==> src/rtl/async_fifo_pkg.sv <==
// Shared definitions for the dual-clock FIFO and its read-side drain controller.
package async_fifo_pkg;
  localparam int FIFO_WIDTH = 8;

  typedef enum logic [1:0] {
    IDLE,
    RUN,
    FLUSH
  } state_t;
endpackage

==> src/rtl/fifo_reader_buf.sv <==
// Small circular buffer that absorbs the FIFO read latency ahead of the valid/ready output.
module fifo_reader_buf #(
  parameter  int WIDTH = 8,
  parameter  int DEPTH = 3,
  localparam int CW    = $clog2(DEPTH + 1),
  localparam int PW    = $clog2(DEPTH)
) (
  input  logic             clk,
  input  logic             rst,
  input  logic             clr,
  input  logic             push,
  input  logic [WIDTH-1:0] push_data,
  input  logic             pop,
  output logic [WIDTH-1:0] head_data,
  output logic [CW-1:0]    count
);
  logic [DEPTH-1:0][WIDTH-1:0] mem;
  logic [PW-1:0]               head, tail;

  function automatic logic [PW-1:0] nxt(input logic [PW-1:0] p);
    return (p == PW'(DEPTH - 1)) ? '0 : p + PW'(1);
  endfunction

  always_ff @(posedge clk) begin
    if (rst) begin
      mem   <= '0;
      head  <= '0;
      tail  <= '0;
      count <= '0;
    end else if (clr) begin
      head  <= '0;
      tail  <= '0;
      count <= '0;
    end else begin
      if (push) begin
        mem[tail] <= push_data;
        tail      <= nxt(tail);
      end
      if (pop) head <= nxt(head);
      case ({push, pop})
        2'b10:   count <= count + CW'(1);
        2'b01:   count <= count - CW'(1);
        default: count <= count;
      endcase
    end
  end

  assign head_data = mem[head];
endmodule

==> src/rtl/async_fifo_reader.sv <==
// Read-domain drain controller: pops the FIFO, buffers the registered read data and
// streams it out as valid/ready, with enable/flush control and a delivered-word counter.
module async_fifo_reader
  import async_fifo_pkg::*;
#(
  parameter int WIDTH     = FIFO_WIDTH,
  parameter int BUF_DEPTH = 3,
  parameter int CNT_WIDTH = 16
) (
  input  logic                 rd_clk_i,
  input  logic                 rst_i,
  input  logic                 enable_i,
  input  logic                 flush_i,
  output logic                 fifo_rd_en_o,
  input  logic [WIDTH-1:0]     fifo_rdata_i,
  input  logic                 fifo_empty_i,
  output logic                 m_valid_o,
  output logic [WIDTH-1:0]     m_data_o,
  input  logic                 m_ready_i,
  output logic                 flush_done_o,
  output logic [CNT_WIDTH-1:0] rd_count_o
);
  localparam int CW = $clog2(BUF_DEPTH + 1);

  state_t        state, state_nxt;
  logic          pending;
  logic          fdone_nxt;
  logic [CW-1:0] buf_count;
  logic          push, pop;

  always_comb begin
    state_nxt    = state;
    fdone_nxt    = 1'b0;
    fifo_rd_en_o = 1'b0;
    case (state)
      IDLE: if (enable_i) state_nxt = RUN;
      RUN: begin
        if (!enable_i) state_nxt = IDLE;
        // Words already in flight count against buffer space; no pop in the flush-done cycle.
        fifo_rd_en_o = ~fifo_empty_i & ~flush_done_o &
                       ((int'(buf_count) + int'(pending)) < BUF_DEPTH);
      end
      FLUSH: begin
        fifo_rd_en_o = ~fifo_empty_i;
        if (!flush_i && fifo_empty_i && !pending) begin
          state_nxt = enable_i ? RUN : IDLE;
          fdone_nxt = 1'b1;
        end
      end
      default: state_nxt = IDLE;
    endcase
    if (flush_i) state_nxt = FLUSH;
    if (rst_i) fifo_rd_en_o = 1'b0;
  end

  always_ff @(posedge rd_clk_i) begin
    if (rst_i) begin
      state        <= IDLE;
      pending      <= 1'b0;
      flush_done_o <= 1'b0;
      rd_count_o   <= '0;
    end else begin
      state        <= state_nxt;
      pending      <= fifo_rd_en_o;
      flush_done_o <= fdone_nxt;
      if (m_valid_o && m_ready_i) rd_count_o <= rd_count_o + CNT_WIDTH'(1);
    end
  end

  // Data arriving while flushing is dropped rather than buffered.
  assign push      = pending & (state != FLUSH) & ~flush_i;
  assign pop       = m_valid_o & m_ready_i;
  assign m_valid_o = (buf_count != '0);

  fifo_reader_buf #(
    .WIDTH (WIDTH),
    .DEPTH (BUF_DEPTH)
  ) u_buf (
    .clk       (rd_clk_i),
    .rst       (rst_i),
    .clr       (flush_i),
    .push      (push),
    .push_data (fifo_rdata_i),
    .pop       (pop),
    .head_data (m_data_o),
    .count     (buf_count)
  );
endmodule

==> config.mk <==
export PLATFORM = sky130hd
export DESIGN_NAME = async_fifo_reader
export DESIGN_NICKNAME = d
export VERILOG_FILES = /design/src/rtl/async_fifo_pkg.sv /design/src/rtl/fifo_reader_buf.sv /design/src/rtl/async_fifo_reader.sv
export SDC_FILE = /design/constraint.sdc
export NUM_CORES = 1
export LEC_CHECK = 0
export CAP_MARGIN = 20
export CORE_ASPECT_RATIO = 1.1
export CORE_UTILIZATION = 44
export DETAILED_ROUTE_END_ITERATION = 10
export GPL_TIMING_DRIVEN = 0
export PLACE_DENSITY_LB_ADDON = 0.12
export SLEW_MARGIN = 40
export SYNTH_ARGS = -nofsm -noshare
export SYNTH_HDL_FRONTEND = slang
export SYNTH_SLANG_ARGS = --single-unit
export TNS_END_PERCENT = 100
==> constraint.sdc <==
create_clock -name rd_clk_i -period 6.1 [get_ports rd_clk_i]
set_input_delay 0.915 -clock rd_clk_i [delete_from_list [all_inputs] [get_ports rd_clk_i]]
set_output_delay 0.915 -clock rd_clk_i [all_outputs]
set_load 0.01 [all_outputs]
==> summary.md, run 1 <==
The run finished, with violations left. The checks that failed: DRC. The worst hold path was traced through 2 stages. The floorplan has 27 rows.

The layout has 491 filler cells. Buffers inserted during clock tree synthesis total 5. The Yosys step of the flow raised 0 warnings. Across the VDD grid, the largest voltage drop is 0.1255 mV. Dividing the final minimum period by the clock period gives 60.83%. The global-route wire length before repair was 7955 µm. After routing the design area is 2849 µm².

The critical-path cell with the highest stage delay is clkdlybuf4s50_1. The total negative setup slack was 0 ps; the signed area change from the synthesized netlist to the final layout was 24.70%. Once layout is complete, the utilization of the core stands at 56.98%. The end of the worst hold path was u_buf.tail[1]$_SDFFE_PP0P_. For met3 alone, demand over resource in global routing was 3.506%. The HPWL after detailed placement was 3198 µm. The first routing iteration left 71 violations. Sequential cells were found to cover 43.81% of the synthesized design area. In this run the tightest slew margin relative to its limit is 51.57%. Setup violations remaining at the end of the flow were counted as 0.

Post-CTS repair changed the size of 0 cells. The largest stage delay on the critical path came out at 500 ps. For the total core area, the log shows 5000 µm². After detailed routing, the number of remaining DRC violations is 4. For the remaining number of nets flagged by the antenna check after routing, the log shows 0. The longest clock path from root to sink contains 2 buffers. Counting flops and latches in the post-synthesis netlist gives 50.

The number of levels the H-tree was split into is 2, and the final critical path time including I/O delays and setup is 3711 ps. The tools report the post-synthesis cell count as 248. The worst hold margin is 483.8 ps, and the global routing met2 resource utilization is 29.42%. The critical path goes through clkdlybuf4s50_1 > clkbuf_1 > clkbuf_1 > nor4b_1 > clkdlybuf4s50_1. The mean post-synth cell area is 9.212 µm², and the initial antenna violation count is 0.

Timing analysis after detailed placement gives a worst setup slack of 2364 ps. The worst-path maximum fanout came out at 10. After layout, the design draws a total of 0.5598 mW.

For the final database, setup skew stands at 4.338 ps. The setup check on the worst reg-to-reg path leaves a slack of 3980 ps. The worst reg2reg path depth works out to 7.

The tools report the routability-driven placement congestion ratio as 0.6844. The final layout contains 316 nets. The number of hold violations in the final report is 0, and the routed wirelength normalized by instance count is 13.28 µm.

For this block, the routed nets add up to 4701 µm of wire. The largest net degree at the start of global routing was 15. Number of buffer cells added on primary ports: 40.

The root buffer cell chosen for the clock tree is clkbuf_8. The total vias in the final route was 1819. Setup repair after global routing left no endpoint under its margin. The finished layout holds 354 standard cells, fillers aside. Chip height: 77.58 µm. The number of violations of the max-capacitance limit was 0; the number of sinks driven by the clock tree was 50. Global routing finished with a remaining overflow of 0.

STA classifies the critical path startpoint as an input port. The number of distinct library cell variants in the gate-level netlist after synthesis was 38. TritonCTS built the clock tree. The pre-antenna-repair detailed-routing pass consisted of 7 iterations. The die is 70.71 µm wide.

Data on the critical path is required at its endpoint by 5180 ps. In this run the cell area measured after placement is 2758 µm². The tools report the via count of the first global-routing pass as 1671.

Area enclosed by the die boundary: 5485 µm². For the pin with the worst max-slew slack, the measured transition is 726.5 ps. 0 antenna diodes ended up in the layout. The detailed-route vias per instance was 5.138. The startpoint identified for the worst register-to-register timing path is state[0]$_SDFFE_PP0P_.

Setup slack on the critical path of the routed design comes to 2389 ps. Once the floorplan was initialized, standard cells occupied 45.70% of the core. Including well taps, the total number of placed cells is 346. The endpoint identified for the worst register-to-register timing path is u_buf.count[1]$_SDFFE_PP0P_.

In this run the cell area of the synthesized design comes to 2285 µm². The worst setup path is of the in2out kind. The clock reaches the later pin of the worst-skew pair after 300 ps. The worst setup path is captured at a primary output. The clock edge transition at the registers on the reported setup and hold paths works out to 90 ps. The global routing stage identified its most utilized layer as met2. Dividing total power by cell area gives a power density of 196.5 nW/µm². The tools report the startpoint of the lowest-slack hold path as u_buf.tail[1]$_SDFFE_PP0P_. Number of nets in the synthesized netlist: 269.

Global routing met1 resource utilization: 24.82%. The highest clock frequency the design can meet was 0.2695 GHz. Cells with a size suffix above 1 make up 6.757% of the layout. In this run, post-CTS hold repair placed 0 buffers.

The run gives 1.131 nW as the static power due to leakage. The path class of the tightest hold or removal check is reg2reg. The total track usage is 18.36%, and the critical path arrival is 2800 ps. Number of pins exceeding their max-slew limit in the final report: 0. For the count of buffers added by post-CTS timing repair for setup, the log shows 0. I/O pin count: 41.
cell usage in the layout, fill, tap and decap left out, types with 3 or more instances in the layout:
cell / instances
xor2_1: 7
a21oi_1: 12
nor2b_1: 3
nand2_1: 18
or3_1: 3
xnor2_1: 4
dfxtp_1: 50
clkbuf_8: 6
nor3_1: 4
clkdlybuf4s50_1: 40
o21ai_0: 4
clkbuf_1: 11
or3b_1: 3
ha_1: 7
nand3_1: 4
mux2i_1: 32
inv_1: 5
nor2_1: 43
o22ai_1: 8
nand4_1: 5
cells in the mapped netlist:
master | n | area [µm²]
a211oi_1 | 1 | 7.510
a21oi_1 | 12 | 60.06
a221oi_1 | 1 | 8.760
a31o_2 | 2 | 17.52
and2_1 | 1 | 6.260
and3_1 | 1 | 6.260
and4_1 | 2 | 17.52
buf_2 | 1 | 5.000
buf_6 | 2 | 22.52
clkbuf_1 | 10 | 37.54
clkbuf_2 | 1 | 5.000
dfxtp_1 | 50 | 1001
ha_1 | 7 | 87.58
inv_1 | 5 | 18.77
mux2_2 | 2 | 22.52
mux2i_1 | 32 | 320.3
nand2_1 | 18 | 67.56
nand2b_1 | 1 | 6.260
nand3_1 | 4 | 20.02
nand3b_1 | 1 | 7.510
nand4_1 | 5 | 31.28
nor2_1 | 43 | 161.4
nor2b_1 | 3 | 18.77
nor3_1 | 4 | 20.02
nor3b_1 | 1 | 7.510
nor4_4 | 1 | 21.27
nor4b_1 | 2 | 17.52
o2111a_1 | 1 | 11.26
o211ai_1 | 1 | 7.510
o21ai_0 | 4 | 20.02
o21ba_2 | 1 | 10.01
o22ai_1 | 8 | 50.05
or2_2 | 2 | 12.51
or3_1 | 3 | 18.77
or3b_1 | 3 | 26.28
or3b_2 | 1 | 8.760
xnor2_1 | 4 | 35.03
xor2_1 | 7 | 61.31
metal layers:
metal	wire, µm	part of all wire [%]
met5	0	0
met4	59	1.3
met3	204	4.3
met2	2179	46
met1	2257	48
kinds of logic after synthesis:
logic type,Yosys count,synth area share [%]
simple gates,96,20.81
flops,50,43.81
mux,34,15.01
compound gates,31,8.434
buf+inv,19,3.888
xor+xnor,11,4.217
fa+ha+maj,7,3.833
report_power, final:
part           leakage, nW  internal (mW)  switching, mW  total, mW
clock               0.0482         0.0917          0.106      0.198
sequential           0.403          0.328        0.00117      0.329
combinational        0.679         0.0164         0.0166     0.0329
total                 1.13          0.436          0.124      0.560
cell type report:
| cell class | instances | area, µm² | share of cell area, % |
|---|---|---|---|
| plain buffers | 14 | 70.07 | 2.459 |
| clock buffers | 7 | 86.33 | 3.030 |
| clock inverters | 1 | 5.005 | 0.1757 |
| inverters | 5 | 18.77 | 0.6588 |
| multi-input cells | 179 | 1195 | 41.94 |
| flip-flops and latches | 50 | 1001 | 35.13 |
| well taps | 58 | 72.57 | 2.547 |
| repair buffers | 40 | 400.4 | 14.05 |
sequential cells by signal (all words and copies together) (netlist names):
register,flops
u_buf.mem,24
rd_count_o,16
state,2
u_buf.count,2
u_buf.head,2
u_buf.tail,2
flush_done_o,1
pending,1
how the worst max path moves through the flow:
stage / startpoint / end / slack [ps] / depth (start not counted)
6_report: rst_i / fifo_rd_en_o / 2390 / 5
5_1_grt: rst_i / fifo_rd_en_o / 2250 / 5
4_1_cts: rst_i / fifo_rd_en_o / 2350 / 5
3_5_place_dp: rst_i / fifo_rd_en_o / 2360 / 5
3_3_place_gp: rst_i / fifo_rd_en_o / 2360 / 5
2_1_floorplan: rst_i / fifo_rd_en_o / 3410 / 3
critical path: cells and delay by family:
family                 cells  cell delay (ps)
buffers and inverters      4             1770
AND/OR/NAND/NOR            1              110
Note: power is estimated with default switching activity, not from simulation.
==> inputs of run 2 (changes only) <==
- clock period: 6.1 -> 3.3 ns (I/O delays scaled with it)
==> results of run 2 <==
Same layout as run 1 (identical final DEF). Status: complete, but fails checks: DRC.
Main changes from that run: setup slack after placement 2364 ps -> 404.3 ps; setup slack after layout 2389 ps -> 429.2 ps; register-to-register setup slack 3980 ps -> 1180 ps; total power 0.5598 mW -> 1.035 mW; worst IR drop on VDD 0.1255 mV -> 0.2319 mV
==> inputs of run 3 (changes only) <==
--- a/config.mk
+++ b/config.mk
@@ -11,2 +11,3 @@
 export DETAILED_ROUTE_END_ITERATION = 10
+export GPL_ROUTABILITY_DRIVEN = 0
 export GPL_TIMING_DRIVEN = 0
==> constraint.sdc (replaced) <==
create_clock -name rd_clk_i -period 3.3 [get_ports rd_clk_i]
set_input_delay 0.66 -clock rd_clk_i [delete_from_list [all_inputs] [get_ports rd_clk_i]]
set_output_delay 0.66 -clock rd_clk_i [all_outputs]
set_load 0.01 [all_outputs]
==> run 3 against run 2 <==
Net effect: the flow still finishes with violations (DRC); non-clock buffer count did not move; first-iteration DRC count grew 9.9%; worst setup slack worse by 250 ps; global-route usage did not move; clock power is essentially flat; routed wire length about the same; via count decreased by 0.60%; critical path depth stayed put; sequential share of layout area about the same; power is essentially flat; critical endpoint unchanged.
==> summary.md, run 3 (synthesis gave the netlist of run 1 again) <==
In this run the clock root is driven by a clkbuf_8. TritonCTS built the clock tree. Detailed placement finished with a half-perimeter wire length of 3198 µm. Max-cap violations in this run came to 0. In this run the tool buffered the top-level ports with 40 buffer cells.

Leaving out fill and tap cells, the most frequent cell in the layout is dfxtp_1. Across the VDD grid, the largest voltage drop is 0.2308 mV. After clock tree synthesis, the clock-pin slew on the worst setup and hold paths is 90 ps. In this run the number of cells on the critical path is 5.

Total power draw: 1.035 mW. Setup total negative slack on the finished layout was measured at 0 ps. The worst relative slew slack was 51.75%; the final critical path time including I/O delays and setup was 3121 ps. At the pin with the least slew margin, the transition time is 723.8 ps. CTS saw 50 sinks.

The area enclosed by the die boundary was 5485 µm². In the final design database the tool counted 316 nets. The final route contains 1808 vias. The effective utilization at floorplan came out at 45.70%.

The worst reg2reg path depth was 7; the signed area change from the synthesized netlist to the final layout was 24.75%. The buffers plus inverters on the worst setup path works out to 4. The tools report the detailed-route DRC error count as 4. The power density normalized to cell area is 363.2 nW/µm². Dividing the final minimum period by the clock period gives 94.57%. The total track usage was 18.36%. The checks that failed: DRC. The tools report the antenna cell count as 0. The flow ran to the end, but the final reports show violations.

The tools report the total congestion overflow after global routing as 0. The clock insertion delay at the later pin of the skew report was 300 ps. Static timing analysis puts the maximum clock frequency at 0.3204 GHz. In this run the vertical extent of the chip is 77.58 µm. Class of the most critical hold timing path: reg2reg.

The critical-path cell with the highest stage delay is clkdlybuf4s50_1. For the number of iterations in the first detailed-routing pass, the log shows 7. The category of cells accounting for the largest share of critical-path delay was buffers and inverters. The logs give 0 for the remaining number of nets flagged by the antenna check after routing and 78 for the violation count after the first detailed-route iteration.

The region available for standard cell placement spans 5000 µm². The critical path in this run is classified as in2out. Entering global routing, the biggest net connects 15 pins. At the worst endpoint, the arrival time is 2460 ps. STA puts the critical path data required time at 2640 ps. Walking the worst path, the cells encountered are clkdlybuf4s50_1 > clkbuf_1 > clkbuf_2 > nor4b_1 > clkdlybuf4s50_1. The worst setup path is launched from an input port.

The detailed-route vias per instance was 5.107. Ranked by flip-flop count, first place goes to u_buf.mem. Fraction of layout instances using a drive strength above 1: 7.095%. In the layout the commonest cells are dfxtp_1 (50), nor2_1 (43), clkdlybuf4s50_1 (40). The number of levels the H-tree was split into is 2, and the instance count along the most critical hold path is 2. The maximum buffer depth of the clock tree came out at 2. The number of placement rows was 27. The number of pins exceeding their max-slew limit in the final report was 0. Setup repair after global routing left no endpoint under its margin. The clock arrives with 3.633 ps of skew. The via count of the first global-routing pass is 1671, and the I/O pin count is 41.

The final layout contains routed wiring with a total length of 4704 µm. The run gives 483.8 ps as the worst hold margin. In this design, the stage delay of the slowest critical-path cell is 580 ps.

The die boundary width works out to 70.71 µm. Setup violations remaining at the end of the flow were counted as 0. Global-route wire length before repair: 7955 µm. Of all nets on the critical path, the largest fanout is 10. STA classifies the critical path endpoint as a primary output.

In the final layout, the registers with the most flip-flops are u_buf.mem: 24 flops, rd_count_o: 16 flops. The number of hold violations in the final report came out at 0. The tools report the initial antenna violation count as 0. The analysis attributes to cell leakage a power of 1.134 nW. Among the stages of the critical path, the cell type that occurs most often is clkdlybuf4s50_1. The routed wirelength normalized by instance count came out at 13.29 µm. The register with the most flip-flops in the layout has 24 of them. Clock tree synthesis inserted a total of 5 buffers.
run 3: worst reg2reg max path: stages (launching register included):
cell and delay (ps):
dfxtp_1 370, inv_1 70, ha_1 250, or3b_1 350, clkbuf_2 160, ha_1 350, or3_1 370, a21oi_1 140
run 3: timing repair:
action | CTS | global route
setup buffers | 0 | 0
resized for setup | 0 | 2
hold buffers | 0 | 0
endpoints found under the setup margin | 0 | 1
run 3: layout make-up:
cell class,instances,area [µm²]
fillers,490,2150
inverters,5,18.77
plain buffers,14,71.32
well taps,58,72.57
flip-flops and latches,50,1001
clock inverters,1,5.005
multi-input cells,179,1195
repair buffers,40,400.4
clock buffers,7,86.33
run 3: power by group:
part | switching [mW] | internal (mW) | leakage, nW | total (mW)
Sequential | 0.00216 | 0.606 | 0.403 | 0.608
Combinational | 0.0307 | 0.0304 | 0.682 | 0.0610
Clock | 0.196 | 0.170 | 0.0482 | 0.366
Total | 0.229 | 0.806 | 1.13 | 1.04
run 3: final timing paths:
kind	startpoint	endpoint	slack, ps
setup reg to reg	state[0]$_SDFFE_PP0P_	u_buf.count[1]$_SDFFE_PP0P_	1180
setup / recovery	rst_i	fifo_rd_en_o	180
hold / removal	u_buf.tail[1]$_SDFFE_PP0P_	u_buf.tail[1]$_SDFFE_PP0P_	480
hold reg to reg	u_buf.tail[1]$_SDFFE_PP0P_	u_buf.tail[1]$_SDFFE_PP0P_	480
run 3: per-layer routing:
layer  share of wire [%]  vias to the layer above  track usage [%]
met3                 4.1                        6            3.506
met1                  49                      812            24.82
met5                   0                        -                0
met2                  46                       33            29.42
li1                    -                      957                -
met4                 1.3                        0            6.000
run 3: stage by stage:
step                      setup WS [ps]  std cells  util, %  area, µm²
after floorplan                    1119        248        -       2285
after global placement            72.61        346    55.16       2758
after detailed placement          74.27        346    55.16       2758
after CTS                         58.43        354    56.98       2849
after global routing              50.79        354    57.01       2850
final                             179.2        354    57.01       2850
